$ cat src/rtl/close_scheduler.sv
// close_scheduler: round-robin session-close sequencer on one shared countdown timer (optional floor clamp via CLOSE_SCHED_CLAMP_EN)
module close_scheduler #(
  parameter int NUM_SESSIONS = 3,
  parameter int CNT_W = 32,
  parameter int MIN_INTERVAL = 30,
  parameter int ID_W = 3
) (
  input  logic                          clk,
  input  logic                          rst,
  input  logic [NUM_SESSIONS-1:0]       req_valid,
  input  logic [NUM_SESSIONS*CNT_W-1:0] req_interval,
  output logic [NUM_SESSIONS-1:0]       req_ready,
  input  logic [NUM_SESSIONS-1:0]       reopen,
  output logic                          busy,
  output logic [ID_W-1:0]               grant_id,
  output logic [CNT_W-1:0]              count,
  output logic                          done_valid,
  output logic [ID_W-1:0]               done_id,
  output logic [NUM_SESSIONS-1:0]       closed_mask,
  output logic                          all_closed,
  output logic [7:0]                    close_count
);
  localparam logic [1:0] IDLE = 2'd0, COUNT = 2'd1, DONE = 2'd2;
  logic [1:0] state_q, state_d;
  logic [ID_W-1:0] rr_ptr_q, rr_ptr_d, grant_id_q, grant_id_d, win_id;
  logic [CNT_W-1:0] count_q, count_d, sel_interval, eff_interval;
  logic [NUM_SESSIONS-1:0] elig, win_oh, closed_q, closed_d, done_oh;
  logic [7:0] close_count_q;
  logic found, hs, all_closed_q;
  assign elig = req_valid & ~closed_q;
  // Round-robin winner among eligible sessions, searching from the one after the last grant
  always_comb begin
    win_oh = '0;
    win_id = '0;
    found = 1'b0;
    sel_interval = '0;
    for (int k = 1; k <= NUM_SESSIONS; k++)
      for (int j = 0; j < NUM_SESSIONS; j++)
        if (!found && elig[j] && j == (int'(rr_ptr_q) + k) % NUM_SESSIONS) begin
          win_oh[j] = 1'b1;
          win_id = ID_W'(j);
          found = 1'b1;
          sel_interval = req_interval[j*CNT_W +: CNT_W];
        end
  end
`ifdef CLOSE_SCHED_CLAMP_EN
  assign eff_interval = sel_interval < CNT_W'(MIN_INTERVAL) ? CNT_W'(MIN_INTERVAL) : sel_interval;
`else
  assign eff_interval = sel_interval;
`endif
  // One-hot of the session being closed, active only in the DONE cycle
  always_comb begin
    done_oh = '0;
    for (int j = 0; j < NUM_SESSIONS; j++)
      done_oh[j] = state_q == DONE && grant_id_q == ID_W'(j);
  end
  // Timer FSM: grant in IDLE, count down to zero, one DONE cycle
  always_comb begin
    hs = state_q == IDLE && found;
    state_d = state_q;
    count_d = count_q;
    grant_id_d = grant_id_q;
    rr_ptr_d = rr_ptr_q;
    if (hs) begin
      state_d = COUNT;
      count_d = eff_interval;
      grant_id_d = win_id;
      rr_ptr_d = win_id;
    end else if (state_q == COUNT) begin
      state_d = count_q == '0 ? DONE : COUNT;
      count_d = count_q == '0 ? count_q : count_q - 1'b1;
    end else if (state_q == DONE)
      state_d = IDLE;
    closed_d = (closed_q & ~reopen) | done_oh;
  end
  // State registers; a completion's set of its closed bit overrides a coincident reopen
  always_ff @(posedge clk) begin
    if (rst) begin
      state_q <= IDLE;
      count_q <= '0;
      grant_id_q <= '0;
      rr_ptr_q <= ID_W'(NUM_SESSIONS - 1);
      closed_q <= '0;
      all_closed_q <= 1'b0;
      close_count_q <= '0;
    end else begin
      state_q <= state_d;
      count_q <= count_d;
      grant_id_q <= grant_id_d;
      rr_ptr_q <= rr_ptr_d;
      closed_q <= closed_d;
      all_closed_q <= &closed_q;
      close_count_q <= close_count_q + {7'd0, state_q == DONE};
    end
  end
  assign req_ready = state_q == IDLE ? win_oh : '0;
  assign busy = state_q != IDLE;
  assign grant_id = grant_id_q;
  assign count = count_q;
  assign done_valid = state_q == DONE;
  assign done_id = grant_id_q;
  assign closed_mask = closed_q;
  assign all_closed = all_closed_q;
  assign close_count = close_count_q;
endmodule

$ cat config.mk
export PLATFORM = sky130hd
export DESIGN_NAME = close_scheduler
export DESIGN_NICKNAME = d
export VERILOG_FILES = /design/src/rtl/close_scheduler.sv
export SDC_FILE = /design/constraint.sdc
export NUM_CORES = 1
export LEC_CHECK = 0
export BUFFER_PORTS_ARGS = -buffer_cell sky130_fd_sc_hd__buf_2
export CORE_UTILIZATION = 43
export CTS_CLUSTER_DIAMETER = 50
export DETAILED_ROUTE_END_ITERATION = 7
export PLACE_DENSITY = 0.73
export SLEW_MARGIN = 20
export SYNTH_ARGS = -nofsm -noshare
export SYNTH_HDL_FRONTEND = slang
export SYNTH_SLANG_ARGS = --single-unit
$ cat constraint.sdc
create_clock -name clk -period 2.4 [get_ports clk]
set_input_delay 0.12 -clock clk [delete_from_list [all_inputs] [get_ports clk]]
set_output_delay 0.12 -clock clk [all_outputs]
set_load 0.1 [all_outputs]
==> impl_metrics.csv <==
group,metric,value,unit
clocking,cts.sinks,49,
grt,grt_usage,27.3,%
clocking,postCtsHoldBufs,0,
setup_path,r2r_end,"count[2]",
placed_design,place_congestion,1.03,
finish,final_util,64.3,%
synth,ys.flop_type,"dfxtp_1",
placed_design,dp_hpwl,9060,um
clocking,htreeDepth,2,
setup_path,worst-path-max-fanout,4,
pwr,p_total,7.05,mW
synth,synth_seq_cells,49,
sta,max_freq,411,MHz
synth,syn_inst,419,
grt,grt_pass1_wl,18700,um
sta,period_minus_slack,2.43,ns
detailed_routing,via_per_inst,6.00,
synth,syn_area_per_cell,8.26,um2
finish,drive_gt1_share,46.5,%
clocking,numCtsBuffers,5,
setup_path,worst_path_max_delay_cell,"or4_4",
grt,grt_pass1_vias,3919,
detailed_routing,drcViolationCount,0,
clocking,clock_latency,0.30,ns
floorplanning,num_io_pins,159,
sta,rsz0062_at_grt,"yes",
sta,relSlewSlack,61.0,%
setup_path,rr_startpoint,"count[1]",
sta,finClkSkew,0.00571,ns
setup_path,crit_path_cell_trace,"inv_2 > ha_4 > or3b_4 > or4_4 > or3_4 > and3_4 > xor2_1 > a21o_1",
clocking,clock_path_buffers,2,
synth,syn_area,3460,um2
floorplanning,core_area,7770,um2
sta,hold_slack,0.0562,ns
pwr,clock_power_share,7.8,%
detailed_routing,via_count,4245,
worst_hold_path,hold_start,"req_interval[40]",
detailed_routing,drt-wirelength-per-cell,17.2,um
placed_design,numPortBuffers,156,
sta,tightest_slew,0.581,ns
floorplanning,die_h,91.7,um
finish,diodes,0,
grt,overflow,0,
synth,synthArstFlopShare,0,%
finish,fillers,741,
pwr,power_switching,4.08,mW
placed_design,place_ws,-0.0475,ns
synth,yosysSeqAreaShare,28.3,%
clocking,cts_tree,"built",
finish,final_nets,717,
setup_path,reg2reg_depth,8,
pwr,share_seq_of_total_power,20.2,%
grt,antenna_found_initial,0,
pwr,powerDensity,1410,nW/um2
sta,setup_viol,2,
detailed_routing,firstDrtPassIters,5,
detailed_routing,initialDrtViolationCount,257,
worst_hold_path,worstHoldPathCells,3,
grt,grt_max_degree,44,
setup_path,worst_ep_required_time,2.60,ns
worst_hold_path,hold_path.class,"in -> reg",
setup_path,reg2reg_setup_slack,-0.03,ns
detailed_routing,ant_nets,0,
job,maxCapViolCount,0,
synth,synth_cell_types,69,
floorplanning,fp-row-count,32,
sta,fin_ws,-0.0321,ns
setup_path,arrival,2.63,ns
synth,synth-edff-count,0,
setup_path,crit_path_max_incr_delay,0.57,ns
floorplanning,floorplan.initialDensity,44.6,%
pwr,p_leak,2.22,nW
pwr,power_frac_comb,72.1,%
finish,areaGrowthSynthToFinish,44.4,%
setup_path,crit_path_end_kind,"flip-flop",
clocking,clk_pin_slew,0.09,ns
setup_path,worst_setup_path_start_kind,"flip-flop",
synth,yosys_warnings,0,
pwr,p_sw_share,57.8,%
status,violations,"negative setup slack",
setup_path,path_class,"reg -> reg",
status,status,"finished with violations",
clocking,clock-root-buffer,"clkbuf_8",
floorplanning,dieArea,8410,um2
pwr,intPower,2.97,mW
sta,finalHoldViolations,0,
worst_hold_path,whs_endpoint,"count[8]",
detailed_routing,totalWireLength,12200,um
sta,drv_slew,0,
floorplanning,die_w,91.7,um
pwr,ir_drop,630,uV
sta,finalCritPeriodShare,101,%
cells in the mapped netlist (all sizes together) (3+ instances only):
cell type  number  share of area [%]
and2            4               0.72
and3            5                1.0
a211o           3               0.76
nand4           5                1.1
nor2b           6                1.1
a211oi         12                2.7
nor2           40                4.3
a222oi          8                2.3
buf            12                2.4
o21ai           7                1.0
nor4           17                3.3
xor2           15                3.8
a21oi          24                3.5
ha              8                2.9
or4             9                2.2
a31oi           4               0.72
nor3           10                1.4
clkbuf         16                2.9
dfxtp          49                 28
nand3           9                1.3
or2             4               0.72
inv            10                1.1
a221oi         34                8.6
nand2          33                3.6
a21o            4               0.90
a221o           3               0.87
xnor2          14                3.5
or3             7                1.4
nand2b          6                1.1
worst max-delay path, delay by kind of cell (launching register included):
| kind | cells | cell delay, ns |
|---|---|---|
| XOR/XNOR | 1 | 0.14 |
| buffers and inverters | 1 | 0.06 |
| flip-flops | 1 | 0.35 |
| AO/OA/AOI/OAI | 1 | 0.15 |
| adder cells (fa/ha/maj) | 1 | 0.13 |
| AND/OR/NAND/NOR | 4 | 1.51 |
cell usage in the layout, fill, tap and decap left out, drive strengths merged, types with 3 or more instances in the layout:
cell | Yosys | final
a31oi | 4 | 4
nor2 | 40 | 40
and3 | 5 | 5
and2 | 4 | 4
dfxtp | 49 | 49
a21o | 4 | 4
or3 | 7 | 7
o21ai | 7 | 7
a21oi | 24 | 24
a221oi | 34 | 34
xnor2 | 14 | 14
a222oi | 8 | 8
nor2b | 6 | 6
nand2b | 6 | 6
nand3 | 9 | 9
nor3 | 10 | 10
clkbuf | 16 | 8
a211o | 3 | 3
xor2 | 15 | 15
buf | 12 | 205
a211oi | 12 | 12
or2 | 4 | 4
or4 | 9 | 9
nand2 | 33 | 33
nand4 | 5 | 5
ha | 8 | 8
a221o | 3 | 3
nor4 | 17 | 17
inv | 10 | 10
layout make-up:
type	count	area, um2	share of cell area (%)
clock buffers	7	96.3	1.93
clock inverters	1	5.00	0.100
inverters	10	40.0	0.801
multi-input cells	333	2410	48.3
flip-flops and latches	49	1040	20.8
well taps	102	128	2.55
repair buffers	206	1280	25.6
power groups by stage:
| stage | registers [mW] | clock network (mW) | logic [mW] |
|---|---|---|---|
| finish | 1.42 | 0.548 | 5.08 |
| detailed placement | 1.42 | 0 | 4.80 |
| floorplan | 2.98 | 0 | 2.04 |
| global route | 1.47 | 0.586 | 5.34 |
| global placement | 1.41 | 0 | 4.75 |
| CTS | 1.41 | 0.551 | 4.85 |
timing repair:
item | CTS | global route
setup endpoints to repair | 9 | 20
gates resized for setup | 5 | 14
cloned | 0 | 2
pin swaps | 2 | 5
endpoints found under the hold margin | 0 | 0
buffers inserted | 2 | 5
through the flow:
step	TNS (ns)	instance area, um2	instances
3_5_place_dp	-0.106	4700	691
3_3_place_gp	-0.0809	4700	691
6_report	-0.0370	5000	708
5_1_grt	-0.685	5000	708
2_1_floorplan	-0.929	3590	420
4_1_cts	0	4840	701
logic make-up after synthesis:
group / count (synthesis) / synth area share, %
flip-flops: 49 / 28.3
buffers and inverters: 38 / 6.40
adder cells (fa/ha/maj): 8 / 2.89
multiplexers: 1 / 0.289
AND/OR/NAND/NOR: 170 / 27.0
other: 1 / 0.108
AO/OA/AOI/OAI: 123 / 27.6
XOR/XNOR: 29 / 7.34
registers in the layout (all words and copies together), names as in the netlist:
signal and flops:
count 32, close_count 8, closed_mask 3, rr_ptr_q 2, state_q 2, all_closed 1, done_id 1
worst max-delay path by stage:
stage	startpoint	endpoint	slack (ns)
6_report	count[1]	count[2]	-0.03
5_1_grt	count[1]	count[11]	-0.1
4_1_cts	count[0]	count[4]	0.001
3_5_place_dp	count[0]	count[18]	-0.05
3_3_place_gp	count[0]	count[16]	-0.03
2_1_floorplan	count[0]	count[2]	-0.13
layer usage:
metal / vias up / global-route usage (%) / wire (um)
met2: 192 / 48.6 / 5950
met4: 0 / 8.07 / 249
met5: - / 0 / 0
met3: 21 / 4.89 / 944
met1: 2025 / 33.6 / 5050
li1: 2007 / - / -
(Power assumes the default switching activity.)
